===== src/rtl/pipe_pkg.sv =====
// rtl/pipe_pkg.sv - shared pipeline types and constants for hazard control
// Purpose: controller state enum, register-address width, zero-register id,
//          and the packed stage-control bundle with its fixed encodings.
// Ports:   none (package).
package pipe_pkg;

   localparam int REG_ADDR_W = 5;
   localparam logic [REG_ADDR_W-1:0] ZERO_REG = '0;

   typedef enum logic [1:0] {
      RUN      = 2'd0,
      MEM_WAIT = 2'd1,
      HALT     = 2'd2
   } hz_state_e;

   // Stage write enables followed by bubble-insert flushes.
   typedef struct packed {
      logic pc_wr;
      logic ifid_wr;
      logic idex_wr;
      logic exmem_wr;
      logic ifid_flush;
      logic idex_flush;
      logic memwb_flush;
   } ctl_t;

   localparam ctl_t CTL_NORM = 7'b1111_000;
   localparam ctl_t CTL_FRZ  = 7'b0000_001;
   localparam ctl_t CTL_RST  = 7'b0000_111;
   localparam ctl_t CTL_LU   = 7'b0011_010;
   localparam ctl_t CTL_BR   = 7'b1111_110;
   localparam ctl_t CTL_JMP  = 7'b1111_100;

endpackage


===== src/rtl/hazard_ctrl_if.sv =====
// rtl/hazard_ctrl_if.sv - hazard controller pipeline-side signal bundle
// Purpose: groups hazard inputs, stage controls and status/counter outputs.
// Modports: master = pipeline side (drives hazard inputs, reads controls)
//           slave  = hazard_ctrl (reads hazard inputs, drives controls)
// Params:   CNT_W = width of stall_cycles / flush_count
interface hazard_ctrl_if #(
   parameter int CNT_W = 32
);
   import pipe_pkg::*;

   logic                  IDEX_MemRead;
   logic [REG_ADDR_W-1:0] IDEX_rt;
   logic [REG_ADDR_W-1:0] IFID_rs;
   logic [REG_ADDR_W-1:0] IFID_rt;
   logic                  branch_taken;
   logic                  jump;
   logic                  dmem_req;
   logic                  dmem_ready;

   logic                  PC_Wr;
   logic                  IFID_Wr;
   logic                  IDEX_Wr;
   logic                  EXMEM_Wr;
   logic                  IFID_flush;
   logic                  IDEX_flush;
   logic                  MEMWB_flush;
   logic                  mem_timeout;
   logic [CNT_W-1:0]      stall_cycles;
   logic [CNT_W-1:0]      flush_count;

   modport master (
      output IDEX_MemRead, IDEX_rt, IFID_rs, IFID_rt,
             branch_taken, jump, dmem_req, dmem_ready,
      input  PC_Wr, IFID_Wr, IDEX_Wr, EXMEM_Wr,
             IFID_flush, IDEX_flush, MEMWB_flush,
             mem_timeout, stall_cycles, flush_count
   );

   modport slave (
      input  IDEX_MemRead, IDEX_rt, IFID_rs, IFID_rt,
             branch_taken, jump, dmem_req, dmem_ready,
      output PC_Wr, IFID_Wr, IDEX_Wr, EXMEM_Wr,
             IFID_flush, IDEX_flush, MEMWB_flush,
             mem_timeout, stall_cycles, flush_count
   );

endinterface


===== src/rtl/sat_counter.sv =====
// rtl/sat_counter.sv - saturating up-counter with synchronous clear
// Purpose: counts enabled cycles, sticks at all-ones.
// Ports:   clk   in  clock
//          clr   in  synchronous clear (wins over en)
//          en    in  count enable
//          count out current value
// Params:  W = counter width
module sat_counter #(
   parameter int W = 32
) (
   input  logic         clk,
   input  logic         clr,
   input  logic         en,
   output logic [W-1:0] count
);

   logic [W-1:0] count_q, count_d;

   always_comb begin
      count_d = count_q;
      if (clr) begin
         count_d = '0;
      end else if (en && (count_q != {W{1'b1}})) begin
         count_d = count_q + W'(1);
      end
   end

   always_ff @(posedge clk) begin
      count_q <= count_d;
   end

   assign count = count_q;

endmodule


===== src/rtl/hazard_ctrl.sv =====
// rtl/hazard_ctrl.sv - pipeline hazard / memory-wait controller
// Purpose: resolves load-use, branch, jump and data-memory wait hazards into
//          stage write enables and flushes; halts on data-memory timeout.
// Ports:   clk    in  clock
//          reset  in  synchronous active-high reset
//          hz     hazard_ctrl_if.slave (hazard inputs, stage controls,
//                 mem_timeout, stall_cycles, flush_count)
// Params:  MAX_WAIT = wait cycles tolerated before HALT, CNT_W = counter width
// Macro:   HAZARD_PERF_CNT_EN enables stall_cycles / flush_count counters;
//          when undefined both outputs are tied to zero.
module hazard_ctrl
   import pipe_pkg::*;
#(
   parameter int MAX_WAIT = 15,
   parameter int CNT_W    = 32
) (
   input  logic          clk,
   input  logic          reset,
   hazard_ctrl_if.slave  hz
);

   localparam int WC_W = $clog2(MAX_WAIT + 1);

   hz_state_e       state_q, state_d;
   logic [WC_W-1:0] wait_cnt_q, wait_cnt_d;
   logic            mem_timeout_q, mem_timeout_d;
   logic            mem_stall;
   logic            load_use;
   ctl_t            run_ctl;
   ctl_t            ctl;

   assign mem_stall = hz.dmem_req && !hz.dmem_ready;
   assign load_use  = hz.IDEX_MemRead && (hz.IDEX_rt != ZERO_REG) &&
                      ((hz.IDEX_rt == hz.IFID_rs) || (hz.IDEX_rt == hz.IFID_rt));

   // Branch flushes the ID instruction, so a coincident load-use is moot.
   always_comb begin
      run_ctl = CTL_NORM;
      if (hz.branch_taken) begin
         run_ctl = CTL_BR;
      end else if (load_use) begin
         run_ctl = CTL_LU;
      end else if (hz.jump) begin
         run_ctl = CTL_JMP;
      end
   end

   always_comb begin
      state_d       = state_q;
      wait_cnt_d    = wait_cnt_q;
      mem_timeout_d = mem_timeout_q;
      ctl           = CTL_NORM;
      if (reset) begin
         ctl = CTL_RST;
      end else begin
         unique case (state_q)
            RUN: begin
               if (mem_stall) begin
                  ctl        = CTL_FRZ;
                  state_d    = MEM_WAIT;
                  wait_cnt_d = WC_W'(1);
               end else begin
                  ctl = run_ctl;
               end
            end
            MEM_WAIT: begin
               if (mem_stall) begin
                  ctl = CTL_FRZ;
                  if (wait_cnt_q == WC_W'(MAX_WAIT)) begin
                     state_d       = HALT;
                     mem_timeout_d = 1'b1;
                  end else begin
                     wait_cnt_d = wait_cnt_q + WC_W'(1);
                  end
               end else begin
                  // Release cycle runs unfrozen; a branch held in IDEX acts now.
                  ctl        = run_ctl;
                  state_d    = RUN;
                  wait_cnt_d = '0;
               end
            end
            HALT: begin
               ctl = CTL_FRZ;
            end
            default: begin
               ctl     = CTL_FRZ;
               state_d = RUN;
            end
         endcase
      end
   end

   always_ff @(posedge clk) begin
      if (reset) begin
         state_q       <= RUN;
         wait_cnt_q    <= '0;
         mem_timeout_q <= 1'b0;
      end else begin
         state_q       <= state_d;
         wait_cnt_q    <= wait_cnt_d;
         mem_timeout_q <= mem_timeout_d;
      end
   end

   assign hz.PC_Wr       = ctl.pc_wr;
   assign hz.IFID_Wr     = ctl.ifid_wr;
   assign hz.IDEX_Wr     = ctl.idex_wr;
   assign hz.EXMEM_Wr    = ctl.exmem_wr;
   assign hz.IFID_flush  = ctl.ifid_flush;
   assign hz.IDEX_flush  = ctl.idex_flush;
   assign hz.MEMWB_flush = ctl.memwb_flush;
   assign hz.mem_timeout = mem_timeout_q;

`ifdef HAZARD_PERF_CNT_EN
   logic [CNT_W-1:0] stall_cnt;
   logic [CNT_W-1:0] flush_cnt;

   sat_counter #(.W(CNT_W)) u_stall_cnt (
      .clk   (clk),
      .clr   (reset),
      .en    (!ctl.pc_wr),
      .count (stall_cnt)
   );

   sat_counter #(.W(CNT_W)) u_flush_cnt (
      .clk   (clk),
      .clr   (reset),
      .en    (ctl.ifid_flush || ctl.idex_flush),
      .count (flush_cnt)
   );

   assign hz.stall_cycles = stall_cnt;
   assign hz.flush_count  = flush_cnt;
`else
   assign hz.stall_cycles = '0;
   assign hz.flush_count  = '0;
`endif

endmodule

===== src/flat_wrapper.sv =====
// flat-port wrapper written by rule: the top's interface ports become plain ports
module hazard_ctrl_flat import pipe_pkg::*;
#(
   parameter int MAX_WAIT = 15,
   parameter int CNT_W    = 32
)
  (clk, reset, hz_IDEX_MemRead, hz_IDEX_rt, hz_IFID_rs, hz_IFID_rt, hz_branch_taken, hz_jump, hz_dmem_req, hz_dmem_ready, hz_PC_Wr, hz_IFID_Wr, hz_IDEX_Wr, hz_EXMEM_Wr, hz_IFID_flush, hz_IDEX_flush, hz_MEMWB_flush, hz_mem_timeout, hz_stall_cycles, hz_flush_count);
  hazard_ctrl_if #(.CNT_W(CNT_W)) hz_i ();
  input  logic clk;
  input  logic reset;
  input wire logic [$bits(hz_i.IDEX_MemRead)-1:0] hz_IDEX_MemRead;
  input wire logic [$bits(hz_i.IDEX_rt)-1:0] hz_IDEX_rt;
  input wire logic [$bits(hz_i.IFID_rs)-1:0] hz_IFID_rs;
  input wire logic [$bits(hz_i.IFID_rt)-1:0] hz_IFID_rt;
  input wire logic [$bits(hz_i.branch_taken)-1:0] hz_branch_taken;
  input wire logic [$bits(hz_i.jump)-1:0] hz_jump;
  input wire logic [$bits(hz_i.dmem_req)-1:0] hz_dmem_req;
  input wire logic [$bits(hz_i.dmem_ready)-1:0] hz_dmem_ready;
  output wire logic [$bits(hz_i.PC_Wr)-1:0] hz_PC_Wr;
  output wire logic [$bits(hz_i.IFID_Wr)-1:0] hz_IFID_Wr;
  output wire logic [$bits(hz_i.IDEX_Wr)-1:0] hz_IDEX_Wr;
  output wire logic [$bits(hz_i.EXMEM_Wr)-1:0] hz_EXMEM_Wr;
  output wire logic [$bits(hz_i.IFID_flush)-1:0] hz_IFID_flush;
  output wire logic [$bits(hz_i.IDEX_flush)-1:0] hz_IDEX_flush;
  output wire logic [$bits(hz_i.MEMWB_flush)-1:0] hz_MEMWB_flush;
  output wire logic [$bits(hz_i.mem_timeout)-1:0] hz_mem_timeout;
  output wire logic [$bits(hz_i.stall_cycles)-1:0] hz_stall_cycles;
  output wire logic [$bits(hz_i.flush_count)-1:0] hz_flush_count;
  assign hz_i.IDEX_MemRead = hz_IDEX_MemRead;
  assign hz_i.IDEX_rt = hz_IDEX_rt;
  assign hz_i.IFID_rs = hz_IFID_rs;
  assign hz_i.IFID_rt = hz_IFID_rt;
  assign hz_i.branch_taken = hz_branch_taken;
  assign hz_i.jump = hz_jump;
  assign hz_i.dmem_req = hz_dmem_req;
  assign hz_i.dmem_ready = hz_dmem_ready;
  assign hz_PC_Wr = hz_i.PC_Wr;
  assign hz_IFID_Wr = hz_i.IFID_Wr;
  assign hz_IDEX_Wr = hz_i.IDEX_Wr;
  assign hz_EXMEM_Wr = hz_i.EXMEM_Wr;
  assign hz_IFID_flush = hz_i.IFID_flush;
  assign hz_IDEX_flush = hz_i.IDEX_flush;
  assign hz_MEMWB_flush = hz_i.MEMWB_flush;
  assign hz_mem_timeout = hz_i.mem_timeout;
  assign hz_stall_cycles = hz_i.stall_cycles;
  assign hz_flush_count = hz_i.flush_count;
  hazard_ctrl #(.MAX_WAIT(MAX_WAIT), .CNT_W(CNT_W)) u_core (.clk(clk), .reset(reset), .hz(hz_i));
endmodule

===== config.mk =====
export PLATFORM = sky130hd
export DESIGN_NAME = hazard_ctrl_flat
export DESIGN_NICKNAME = d
export VERILOG_FILES = /design/src/rtl/pipe_pkg.sv /design/src/rtl/hazard_ctrl_if.sv /design/src/rtl/sat_counter.sv /design/src/rtl/hazard_ctrl.sv /design/src/flat_wrapper.sv
export SDC_FILE = /design/constraint.sdc
export NUM_CORES = 1
export LEC_CHECK = 0
export ABC_AREA = 1
export BUFFER_PORTS_ARGS = -buffer_cell sky130_fd_sc_hd__buf_2
export CORE_ASPECT_RATIO = 0.7
export CORE_MARGIN = 5
export CORE_UTILIZATION = 35
export CTS_BUF_LIST = sky130_fd_sc_hd__clkbuf_2 sky130_fd_sc_hd__clkbuf_4 sky130_fd_sc_hd__clkbuf_8
export DETAILED_ROUTE_END_ITERATION = 16
export GPL_ROUTABILITY_DRIVEN = 1
export PLACE_DENSITY = 0.81
export SYNTH_ARGS = -nofsm -noshare
export SYNTH_HDL_FRONTEND = slang
export SYNTH_SLANG_ARGS = --single-unit

===== constraint.sdc =====
create_clock -name clk -period 1.5 [get_ports clk]
set_input_delay 0.15 -clock clk [delete_from_list [all_inputs] [get_ports clk]]
set_output_delay 0.15 -clock clk [all_outputs]
set_load 0.005 [all_outputs]

==> flow_summary.yaml, run 1 <==
outcome:
  status: "finished, final reports clean"
critical_path:
  crit_type: "reg -> out"
  worstRegToRegCells: 9
  cp_data_arrival_time_ns: 1.17
  start_kind: "flip-flop"
  cp.required_ns: 1.35
  endpoint_kind: "primary output"
  crit_fanout: 4
timing:
  report.final.slew_viol_count: 0
  fin_skew_ns: 0.00640
  min_period_ns: 1.32
  hold_viol: 0
  period_share_pct: 88.3
  max_freq_mhz: 755
  setup_viol: 0
  tns_ns: 0
  rsz0062_at_grt: "false"
logic_synthesis:
  yosysMostFrequentCell: "buf_4"
  netlist_instances: 178
  synth_flop_cell: "dfxtp_1"
  async_flop_share_pct: 0
  ys_types: 22
  ys_seq_area_share_pct: 12.6
  synth_top_area_share_pct: 44.6
  synth_area_um2: 1110
  yosysWarnings: 0
  yosysTopAreaCell: "buf_4"
  synth-seq-cells: 7
  ys_top_cells_by_count: "66 x buf_4, 34 x nand2_1, 23 x inv_1"
  synth.avg_cell_area_um2: 6.23
  synthTopCellsByArea: "buf_4 45%, dfxtp_1 13%, nand2_1 11%, inv_1 7.8%, nor2_1 4.1%"
  synth-edff-count: 0
global_route:
  grt_antenna_before_repair: 0
  grtUsageTotal_pct: 8.05
  grt_pass1_vias: 710
  gr-total-overflow: 0
  grt_pass1_wl_um: 2890
  grt_max_degree: 9
layout:
  diodes: 0
  post-route-util_pct: 35.2
  final_cell_count_no_fill: 245
  multiInputGateArea_um2: 609
  drive_gt1_share_pct: 22.2
  nNetsFinal: 231
  fillers: 341
  final_cell_area_um2: 1090
  areaGrowthSynthToFinish_pct: -1.47
  ff_latch_area_um2: 140
detailed_routing:
  drtPass1Iterations: 4
  vias: 892
  wl_um: 1930
  drt_iter0_markers: 30
  viasPerCell: 3.64
  ant_nets: 0
  drc: 0
  wire_per_inst_um: 7.89
clock_network:
  clk_pin_slew_worst_paths_ns: 0.04
  clock_path_buffers: 2
  clock_latency_ns: 0.23
  cts-root-buf: "clkbuf_8"
  tritoncts: "yes"
  clock_sinks: 7
  htreeDepth: 1
  cts_setup_buffers: 0
  numCtsBuffers: 3
power_and_ir_drop:
  power_density_nw_per_um2: 603
  vdd_drop_max_uv: 219
  leakagePower_nw: 0.690
die:
  fp-row-count: 17
  initial_core_util_pct: 35.7
  dieWidth_um: 77.3
  dieArea_um2: 4420
  die_h_um: 57.1
  pin_count: 94
  core_um2: 3110
placement:
  hpwl_um: 1760
  placed_area_um2: 1040
  buffer_ports.inserted: 29
  dp.cells: 241
  gp_congestion: 0.736
worst_hold_path:
  hold_depth: 2
  hp-class: "in -> reg"
flow_run:
  maxCapViolCount: 0
where the power goes:
part	internal, mW	switching [mW]	total [mW]
sequential	0.190	0.00348	0.194
clock	0.202	0.0876	0.290
combinational	0.0605	0.115	0.175
total	0.453	0.206	0.659
what timing repair did:
action | 4_1_cts | 5_1_grt
endpoints found under the setup margin | 0 | 2
resized for setup | 0 | 1
hold buffers | 0 | 0
state kept, by name (all words and copies together) (netlist names):
name,count
u_core.hz.mem_timeout,1
u_core.state_q,2
u_core.wait_cnt_q,4
cell usage in the layout, fill, tap and decap left out, drive strengths merged:
master and n:
ha 1, nand3 4, buf 29, nor2 14
inv 26, clkbuf 4, xnor2 2, or2 1
conb 64, a2111oi 1, nand4 1, a21oi 7
dfxtp 7, nand2 40, o21ai 5, clkinv 1
cells by family (layout without fill, tap and decap cells):
logic type,after synthesis,in the layout,share of synthesized area [%]
fa+ha+maj,1,1,1.13
flops,7,7,12.6
xor+xnor,2,2,1.58
other cells,1,64,0.338
buf+inv,94,60,54.2
simple gates,60,60,23.9
compound gates,13,13,6.20
layout make-up:
| cell class | count | area share (%) |
|---|---|---|
| multi-input combinational | 140 | 55.7 |
| timing repair buffer | 29 | 13.3 |
| sequential | 7 | 12.8 |
| inverter | 27 | 9.38 |
| clock buffer | 4 | 4.46 |
| tap | 38 | 4.35 |
path summary, 6_finish.rpt:
kind	start	endpoint	slack, ns
worst min register to register	u_core.hz.mem_timeout	u_core.hz.mem_timeout	0.46
worst max-delay path	u_core.state_q[1]	hz_PC_Wr	0.18
worst max register to register	u_core.wait_cnt_q[0]	u_core.wait_cnt_q[2]	0.19
worst min-delay path	reset	u_core.hz.mem_timeout	0.21
worst max-delay path, stage by stage (launching register included):
cell	delay, ns
dfxtp_1	0.34
nor2_1	0.15
inv_1	0.10
nor2_4	0.12
nand2_1	0.06
inv_1	0.06
buf_2	0.11
per-stage QoR:
| stage | total power [mW] | worst slack, ns | hold WS (ns) |
|---|---|---|---|
| 6_report | 0.659 | 0.175 | 0.213 |
| 4_1_cts | 0.659 | 0.123 | 0.196 |
| 3_5_place_dp | 0.366 | 0.206 | 0.434 |
| 5_1_grt | 0.706 | 0.0342 | 0.232 |
| 2_1_floorplan | 0.433 | 0.325 | 0.379 |
| 3_3_place_gp | 0.363 | 0.234 | 0.430 |
per-layer routing:
layer	up-vias	GRT usage, %	wire length [um]
met4	0	5.88	53
li1	461	-	-
met1	375	9.02	653
met3	4	1.58	257
met2	52	13.7	970
met5	-	0	0
Power figures use the tool's default switching activity.
==> inputs of run 2 (changes only) <==
REMOVE_ABC_BUFFERS = 1   (was not set)
==> run 2 against run 1 <==
Effect of this change: clock skew fell by 0.0049 ns; maximum frequency fell by 0.96%; cell count did not move; largest power group unchanged.
==> flow_summary.yaml, run 2 (synthesized netlist as in run 1, its figures left out) <==
outcome:
  status: "finished, final reports clean"
layout:
  nNetsFinal: 231
  diodes: 0
  final_cell_area_um2: 1090
  final_cell_count_no_fill: 245
  regMostFlops: "u_core.wait_cnt_q"
  post-route-util_pct: 35.1
  final_cell_mix: "64 x conb_1, 34 x nand2_1, 29 x buf_2"
  areaGrowthSynthToFinish_pct: -1.92
  largest_register_ffs: 4
  drive_gt1_share_pct: 22.2
  final_common_cell: "conb_1"
critical_path:
  slowest_delay_ns: 0.36
  crit_top_cell: "nand2_2"
  cp_data_arrival_time_ns: 1.49
  cp.required_ns: 1.65
  crit_fanout: 4
  crit_chain: "ha_1 -> nand2_1 -> nor2_1 -> nand2_2 -> nand2_2 -> inv_2 -> nand2_2 -> o21ai_1 -> a21oi_1"
  r2r-start: "u_core.wait_cnt_q[0]"
  critical-path-slowest-cell: "dfxtp_1"
  endpoint_kind: "flip-flop"
  start_kind: "flip-flop"
  cp-startpoint: "u_core.wait_cnt_q[0]"
  crit_type: "reg -> reg"
die:
  die_h_um: 57.1
  initial_core_util_pct: 35.7
  fp-row-count: 17
  pin_count: 94
  dieWidth_um: 77.3
  dieArea_um2: 4420
  core_um2: 3110
timing:
  fin_skew_ns: 0.00152
  worst_slack_ns: 0.162
  min_period_ns: 1.34
  period_share_pct: 89.2
  whs_ns: 0.206
  tns_ns: 0
  rsz0062_at_grt: "false"
  report.final.slew_viol_count: 0
  setup_viol: 0
  hold_viol: 0
  max_freq_mhz: 748
clock_network:
  tritoncts: "yes"
  holdBufCountCts: 0
  clock_sinks: 7
  post_cts_resized: 0
  clock_path_buffers: 2
  cts-root-buf: "clkbuf_8"
  htreeDepth: 1
  numCtsBuffers: 3
  clk_pin_slew_worst_paths_ns: 0.04
  cts_setup_buffers: 0
  clock_latency_ns: 0.23
global_route:
  grtUsageTotal_pct: 7.76
  met2_usage_pct: 12.4
  grt_pass1_vias: 691
  met3_usage_pct: 2.84
  grt_pass1_wl_um: 2840
  grt_busiest_layer: "met2"
  grt_util_met1_pct: 10.2
  grt_antenna_before_repair: 0
  grt_max_degree: 9
  gr-total-overflow: 0
placement:
  hpwl_um: 1840
  placed_area_um2: 1040
  post-place-ws_ns: 0.165
  buffer_ports.inserted: 29
  dp.cells: 241
  gp_congestion: 0.783
flow_run:
  maxCapViolCount: 0
worst_hold_path:
  hp-class: "in -> reg"
  hp-start: "reset"
detailed_routing:
  wire_per_inst_um: 8.27
  wl_um: 2030
  drt_iter0_markers: 22
  vias: 847
  drc: 0
  drtPass1Iterations: 4
  viasPerCell: 3.46
  ant_nets: 0
power_and_ir_drop:
  vdd_drop_max_uv: 457
  p_total_uw: 651
  leakagePower_nw: 0.689
  power_density_nw_per_um2: 598
[run 2: cell types whose count changed in the layout (fill, tap and decap cells not counted)]
cell,change
nor2_2,+1
nor2_4,-1
[run 2: layer usage]
metal / wire length (um) / share of wire [%]
met1: 830 / 41
met2: 1030 / 51
met3: 170 / 8.4
met4: 0 / 0
met5: 0 / 0
[run 2: critical path: cells and delay by family, from the launching register on]
family | cells | cell delay, ns
AND/OR/NAND/NOR | 5 | 0.47
adder cells (fa/ha/maj) | 1 | 0.19
flip-flops | 1 | 0.36
AO/OA/AOI/OAI | 2 | 0.17
buffers and inverters | 1 | 0.06
[run 2: worst paths after layout]
| kind | to | slack [ns] | cells after the start |
|---|---|---|---|
| worst max-delay path | u_core.wait_cnt_q[3] | 0.16 | 9 |
| worst min-delay path | u_core.state_q[1] | 0.21 | 2 |
| worst max register to register | u_core.wait_cnt_q[3] | 0.16 | 9 |
| worst min register to register | u_core.hz.mem_timeout | 0.45 | 2 |
[run 2: power by group]
group,internal (mW),switching (mW)
clock network,0.202,0.0798
logic,0.0598,0.115
registers,0.190,0.00343
total,0.452,0.199
[run 2: cell type report]
type | count | area (um2)
clock buffers | 4 | 48.8
fillers | 349 | 2020
inverters | 27 | 103
multi-input cells | 140 | 604
flip-flops and latches | 7 | 140
well taps | 38 | 47.5
repair buffers | 29 | 145
